`src/rtl/ram_port_arbiter_pkg.sv`:
```
// Shared widths and FSM encoding for the two-port RAM arbiter.
package ram_port_arbiter_pkg;

    localparam int ADDR_W_DEF = 7;
    localparam int DATA_W_DEF = 8;

    typedef enum logic [1:0] {
        IDLE   = 2'd0,
        SERVE1 = 2'd1,
        SERVE2 = 2'd2
    } state_e;

endpackage

```
`src/rtl/ram_port_arbiter_rr_arb2.sv`:
```
// Two-way round-robin pick from an eligibility mask.
module rr_arb2 (
    input  logic [1:0] elig,
    input  logic       last2,
    output logic [1:0] pick
);

    // last2 set means requester 2 went most recently, so 1 wins a tie
    always_comb begin
        pick = 2'b00;
        case (elig)
            2'b01:   pick = 2'b01;
            2'b10:   pick = 2'b10;
            2'b11:   pick = last2 ? 2'b01 : 2'b10;
            default: pick = 2'b00;
        endcase
    end

endmodule

```
`src/rtl/ram_port_arbiter.sv`:
```
// Arbitrates two single-access requesters onto one async-read RAM port.
module ram_port_arbiter
    import ram_port_arbiter_pkg::*;
#(
    parameter int ADDR_W = ADDR_W_DEF,
    parameter int DATA_W = DATA_W_DEF
) (
    input  logic              clk,
    input  logic              rst,
    input  logic              req1,
    input  logic              req2,
    input  logic              we1,
    input  logic              we2,
    input  logic [ADDR_W-1:0] a1,
    input  logic [ADDR_W-1:0] a2,
    input  logic [DATA_W-1:0] d1,
    input  logic [DATA_W-1:0] d2,
    output logic              gnt1,
    output logic              gnt2,
    output logic [DATA_W-1:0] q1,
    output logic [DATA_W-1:0] q2,
    output logic              qv1,
    output logic              qv2,
    output logic [ADDR_W-1:0] ram_a,
    output logic [DATA_W-1:0] ram_d,
    output logic              ram_we,
    input  logic [DATA_W-1:0] ram_q
);

    state_e            state_q, state_d;
    logic              last2_q, last2_d;
    logic [DATA_W-1:0] q1_q, q1_d;
    logic [DATA_W-1:0] q2_q, q2_d;
    logic              qv1_q, qv1_d;
    logic              qv2_q, qv2_d;

    logic       served1, served2;
    logic [1:0] elig;
    logic [1:0] pick;

    assign served1 = (state_q == SERVE1);
    assign served2 = (state_q == SERVE2);

    // The requester served this cycle sits out the next pick
    assign elig = {req2 & ~served2, req1 & ~served1};

    rr_arb2 u_rr (
        .elig  (elig),
        .last2 (last2_q),
        .pick  (pick)
    );

    always_comb begin
        state_d = IDLE;
        last2_d = last2_q;
        if (pick[0]) begin
            state_d = SERVE1;
            last2_d = 1'b0;
        end else if (pick[1]) begin
            state_d = SERVE2;
            last2_d = 1'b1;
        end
        qv1_d = served1 & ~we1;
        qv2_d = served2 & ~we2;
        q1_d  = qv1_d ? ram_q : q1_q;
        q2_d  = qv2_d ? ram_q : q2_q;
    end

    always_comb begin
        ram_a  = '0;
        ram_d  = '0;
        ram_we = 1'b0;
        if (served1) begin
            ram_a  = a1;
            ram_d  = d1;
            ram_we = we1;
        end else if (served2) begin
            ram_a  = a2;
            ram_d  = d2;
            ram_we = we2;
        end
    end

    always_ff @(posedge clk or posedge rst) begin
        if (rst) begin
            state_q <= IDLE;
            last2_q <= 1'b1;
            q1_q    <= '0;
            q2_q    <= '0;
            qv1_q   <= 1'b0;
            qv2_q   <= 1'b0;
        end else begin
            state_q <= state_d;
            last2_q <= last2_d;
            q1_q    <= q1_d;
            q2_q    <= q2_d;
            qv1_q   <= qv1_d;
            qv2_q   <= qv2_d;
        end
    end

    assign gnt1 = served1;
    assign gnt2 = served2;
    assign q1   = q1_q;
    assign q2   = q2_q;
    assign qv1  = qv1_q;
    assign qv2  = qv2_q;

endmodule

```
`config.mk`:
```
export PLATFORM = sky130hd
export DESIGN_NAME = ram_port_arbiter
export DESIGN_NICKNAME = d
export VERILOG_FILES = /design/src/rtl/ram_port_arbiter_pkg.sv /design/src/rtl/ram_port_arbiter_rr_arb2.sv /design/src/rtl/ram_port_arbiter.sv
export SDC_FILE = /design/constraint.sdc
export NUM_CORES = 1
export LEC_CHECK = 0
export CORE_MARGIN = 2
export CORE_UTILIZATION = 65
export DETAILED_ROUTE_END_ITERATION = 10
export DONT_BUFFER_PORTS = 1
export MAX_ROUTING_LAYER = met4
export PLACE_DENSITY = 0.82
export SYNTH_ARGS = -nofsm -noshare
export SYNTH_HDL_FRONTEND = slang
export SYNTH_HIERARCHICAL = 1
export SYNTH_SLANG_ARGS = --single-unit
```
`constraint.sdc`:
```
create_clock -name clk -period 3.55 [get_ports clk]
set_input_delay 0.355 -clock clk [delete_from_list [all_inputs] [get_ports clk]]
set_output_delay 0.355 -clock clk [all_outputs]
set_load 0.005 [all_outputs]
```
==> results of run 1 <==
worst max-delay path, cell delays in order (launching register included):
cell     delay (ps)
dfrtp_1         410
nor2b_1         960
a22o_1          320
sequential cells by signal, summed over array words and instances (netlist names):
signal / count
q1: 8
last2_q: 1
q2: 8
qv2: 1
state_q: 2
qv1: 1
cells by family (layout without fill, tap and decap cells):
kind of cell | Yosys count | in the layout
and+or+nand+nor | 9 | 9
DFF | 21 | 21
buffers and inverters | 8 | 6
muxes | 16 | 16
AOI/OAI and AO/OA | 18 | 18
final timing paths:
kind                                       from                    to  slack (ps)  depth (start not counted)
max                        state_q[1]$_DFF_PP0_              ram_a[4]        1210                          2
min                                         rst         qv1$_DFF_PP0_          50                          1
max reg2reg                state_q[1]$_DFF_PP0_  state_q[1]$_DFF_PP0_        1590                          4
min reg2reg                 last2_q$_DFFE_PP1P_   last2_q$_DFFE_PP1P_         530                          2
max in group asynchronous                   rst     q1[1]$_DFFE_PP0P_        3030                          1
min in group clk                       ram_q[5]     q2[5]$_DFFE_PP0P_         190                          1
cell type report:
| type | count | area (sq um) |
|---|---|---|
| tap | 16 | 20.0 |
| clock buffer | 3 | 22.5 |
| fill | 109 | 483 |
| sequential | 21 | 527 |
| multi-input combinational | 43 | 459 |
| inverter | 2 | 7.51 |
| clock inverter | 1 | 5.00 |
metrics by stage:
stage                     cells  hold slack [ps]
after global placement       82              401
after global routing         86              109
after floorplan              72              331
final                        86             50.2
after detailed placement     82              420
after CTS                    86             80.9
power groups by stage:
stage	clock network [uW]	logic, uW	registers [uW]
3_3_place_gp	0	248	433
6_report	113	261	433
4_1_cts	117	264	435
2_1_floorplan	0	258	413
5_1_grt	125	284	444
3_5_place_dp	0	263	438
metal layers:
| layer | GRT usage (%) | vias up | wire, um |
|---|---|---|---|
| met5 | - | - | 0 |
| met4 | 7.27 | 0 | 12 |
| met3 | 4.08 | 2 | 118 |
| met2 | 41.5 | 36 | 1190 |
| met1 | 24.3 | 302 | 748 |
| li1 | - | 258 | - |
synth_stat cells:
cell | number | area, sq um
a21boi_1 | 1 | 7.51
inv_1 | 2 | 7.51
a21boi_0 | 1 | 7.51
buf_4 | 1 | 7.51
nor2_1 | 2 | 7.51
dfrtp_1 | 20 | 500
mux2_4 | 16 | 240
dfstp_2 | 1 | 26.3
buf_6 | 4 | 45.0
nor2b_1 | 5 | 31.3
buf_8 | 1 | 15.0
a22o_1 | 16 | 140
nor3b_2 | 2 | 25.0
==> metrics.txt, run 1 <==
via/cell ratio between 6 and 7; cell area after synthesis 1060 sq um; FP Rows 14; Clock Skew roughly 3.8 ps; Setup TNS 0 ps; wire length of the first global-routing pass between 2 and 3 mm; Routed Wire Length 2.07 mm; syn nets 116; Worst VDD drop roughly 0.00037 V; NetSw approximately 250 uW; Period Utilization, post-route 66.0%; Final WS setup 1210 ps; initial drt markers 16; Via Count 598; All-Layer GR Usage 22.6%; clock net sink count 21; Final Core Density roughly two thirds; Overall Power 807 uW; switching part of the total between 30% and 40%; DRT Pass-1 Iters 4; unrepaired setup endpoints after global routing false; vias in the first global route 635; Post-Syn Instances 72; initial core utilization a little over two thirds; Yosys reg bits 21; die area 1970 sq um; clock buffer depth 2; Distinct cells, synth 13; routability cong. 0.630; Worst Path Arrival 1990 ps; Slew @ Worst Pin 1220 ps; Clock power frac 14.0%; NumNets Final 115; Hold Path Class input port to async pin; Reg power frac 53.6%; routed length per instance about 24 um; placed cell areas 1010 sq um; core area between 1500 and 2000 sq um; Min Clock Period, post-route 2340 ps; pwr dens 775 nW/um^2; main combinational cell family by area after synthesis multiplexers; Worst EP required 3190 ps; antenna viol nets, final 0; Num CTS Buffers 3; Max Clk Rate roughly 0.43 GHz; Ys Warns 6; io pins 80; root buf cell clkbuf_4; most frequent cells in the layout dfrtp_1, mux2_4, a22o_1, nor2b_1, clkbuf_4; Crit Path Category flip-flop to output port; dpl hpwl 1.61 mm; remaining global-route overflow 0; post-synthesis xor/xnor area fraction 0%; synthesis-to-finish area growth -1.89%; chip height 44.4 um; Avg Inst Size Synth about 15 sq um; Synth Area in Compound Gates 14.6%; clk_lat worst skew 300 ps; number of diodes 0; CTS tree done; CP startpoint kind flip-flop; mux contribution to synthesized area 22.6%; share of cells above drive strength 1 32.9%; final setup fails 0; largest net degree at the start of global routing 22; Comb pwr share 32.4%; final hold violation count 0; headroom to the max-slew limit 18.8%; number of antenna violations at the first check in global routing 0; max cap viols 0; residual DRC count 0; I/O Buffers 0; Adder-Cell Fraction of Synth Area 0%; P_int 555 uW; # resized after CTS 0; Pleak 0.000482 uW; Crit Path Max Fanout 18; fin. max-slew vios 0; critical path endpoint category output port; finished layout cell area 1040 sq um; Setup WS pre-CTS around 1600 ps; setup bufs post-CTS 0; most common cell after layout, fill and taps aside dfrtp_1; H-tree levels 1; sequential area share after synthesis 49.6%; Die Span X 44.4 um; Synth Area in Simple Gates under 10%; status finished clean; CTS clk-pin slew, worst paths 110 ps; Post-CTS Hold Buffers 0
No activity file was read; power rests on OpenSTA's default activity.
==> inputs of run 2 (changes only) <==
CORE_UTILIZATION = 60   (was 65)
PLACE_DENSITY = 0.77   (was 0.82)
clock period = 2.34 ns   (was 3.55 ns; I/O delays follow)
==> metrics.txt, run 2 (same netlist as run 1, synthesis figures left out) <==
remaining global-route overflow 0 (unchanged); Min-Delay Path Depth 1; root buf cell clkbuf_4; Post-CTS Hold Buffers 1 (+1); Slew @ Worst Pin 761 ps (-454 ps); CP startpoint kind flip-flop; # resized after CTS 0 (unchanged); NumNets Final 120 (+4.3%); Clock power frac 13.4% (-0.6 points); routability cong. 0.573 (-9.0%); Num CTS Buffers 3 (unchanged); Comb pwr share 33.2% (+0.8 points); critical path endpoint category output port; All-Layer GR Usage 21.1% (-1.5 points); Via Count 634 (+6.0%); initial core utilization 62.8% (-6.8 points); r2r startpoint state_q[1]$_DFF_PP0_; chip height 46.1 um (+3.7%); I/O Buffers 0 (unchanged); Worst Path Arrival 1370 ps (-620 ps); Setup WS pre-CTS 1040 ps (-519 ps); largest net degree at the start of global routing 22 (unchanged); CP Cell Sequence nor2b_1 -> buf_4 -> a22o_1; H-tree levels 1 (unchanged); Hold Path Class input port to flip-flop; share of cells above drive strength 1 34.7% (+1.8 points); Slowest-stage cell, CP dfrtp_1; P_int 857 uW (+55%); post-route insts no fill 92 (+7.0%); Layout fillers 128 (+17%); Routed Wire Length 2.15 mm (+3.8%); number of antenna violations at the first check in global routing 0 (unchanged); NetSw 386 uW (+53%); clk_lat worst skew 300 ps (about the same); total number of cells along the worst setup path 3 (+1); setup bufs post-CTS 0 (unchanged); clock buffer depth 2 (unchanged); Min Clock Period, post-route 1600 ps; dpl hpwl 1.64 mm (+2.1%); placed cells 87 (+6.1%); CTS clk-pin slew, worst paths 110 ps (about the same); final setup fails 0 (unchanged); Worst Min Path Start ram_q[3]; worst path bufs/invs 1 (+1); most frequent cells in the layout dfrtp_1, mux2_4, a22o_1, nor2b_1, buf_4; headroom to the max-slew limit 49.2% (+30 points); switching part of the total 31.0% (-0.26 points); wire length of the first global-routing pass 2.93 mm (-1.8%); Max stage delay on crit path 410 ps (-550 ps); r2r setup slk 1080 ps (-510 ps); Final WS setup 735 ps (-470 ps); residual DRC count 0 (unchanged); RR Endpoint q1[5]$_DFFE_PP0P_; Reg power frac 53.3% (-0.3 points); core area 1690 sq um (+11%); fin. max-slew vios 0 (unchanged); Crit Path Max Fanout 16 (-2); synthesis-to-finish area growth 1.89%; Critical Path Start state_q[0]$_DFF_PP0_; clock net sink count 21 (unchanged); R2R depth 3 (-1); CTS tree done; Crit Path Category flip-flop to output port; number of diodes 0 (unchanged); Worst VDD drop 0.000648 V (+77%); initial drt markers 13 (-3); critical path's top delay family flip-flops; DRT Pass-1 Iters 4 (unchanged); final hold violation count 0 (unchanged); Period Utilization, post-route 68.6%; most common cell after layout, fill and taps aside dfrtp_1; Worst EP required 2110 ps (-1080 ps); Setup TNS 0 ps (unchanged); FP Rows 15 (+1); via/cell ratio 6.89 (-0.89%); pwr dens 1150 nW/um^2 (+48%); routed length per instance 23.3 um (-3.0%); Clock Skew 8.72 ps (+4.89 ps); status finished clean; vias in the first global route 626 (-1.4%); Pleak 0.000504 uW (+4.7%); max cap viols 0 (unchanged); io pins 80 (unchanged); die area 2120 sq um (+7.6%); Max Clk Rate slightly above 0.6 GHz; Die Span X 46.1 um (+3.7%); unrepaired setup endpoints after global routing false; antenna viol nets, final 0 (unchanged); worst hold endpoint q2[3]$_DFFE_PP0P_
==> run 2: cell types whose count changed in the layout (fill, tap and decap cells not counted) <==
cell | before | now
dlygate4sd3_1 | 0 | 1
clkinv_2 | 1 | 0
clkbuf_1 | 0 | 1
buf_4 | 0 | 4
==> run 2: power groups by stage <==
| stage | Clock, uW | Combinational, uW | Sequential [uW] |
|---|---|---|---|
| 6_report | 167 | 413 | 663 |
| 5_1_grt | 183 | 450 | 681 |
| 4_1_cts | 172 | 417 | 666 |
| 3_5_place_dp | 0 | 413 | 670 |
| 3_3_place_gp | 0 | 395 | 661 |
| 2_1_floorplan | 0 | 392 | 626 |
==> run 2: final cells by class <==
cell class / count / area (sq um) / share of cell area, %
Clock buffer: 4 / 26.3 / 2.43
Inverter: 2 / 7.51 / 0.694
Multi-Input combinational cell: 43 / 459 / 42.5
Sequential cell: 21 / 527 / 48.7
Tap cell: 17 / 21.3 / 1.97
Timing Repair Buffer: 5 / 40.0 / 3.70
==> run 2: routing by layer <==
layer  global-route usage [%]  vias up  routed length [um]
li1                         -      266                   -
met1                     22.0      315                 743
met2                     38.3       49                1210
met3                     3.92        4                 175
met4                     8.57        0                  19
met5                        -        -                   0
==> run 2: worst reg2reg max path, delay by kind of cell (launching register included) <==
family / cells / cell delay (ps)
mux: 1 / 320
simple gates: 1 / 180
flops: 1 / 420
buf+inv: 1 / 230
==> run 2: worst max-delay path by stage <==
stage | to | slack (ps)
detailed placement | ram_a[1] | 1040
CTS | ram_a[1] | 700
global route | ram_a[1] | 600
global placement | ram_a[1] | 1080
finish | ram_a[5] | 740
floorplan | ram_a[0] | 1110
==> run 2: stage by stage <==
step,hold slack [ps],total power [uW],instance area (sq um),util [%]
final,71.6,1240,1080,64.0
after global routing,58.4,1310,1080,64.0
after CTS,68.2,1250,1080,64.0
after detailed placement,293,1080,1040,61.9
after global placement,289,1060,1040,61.9
after floorplan,210,1020,1060,-
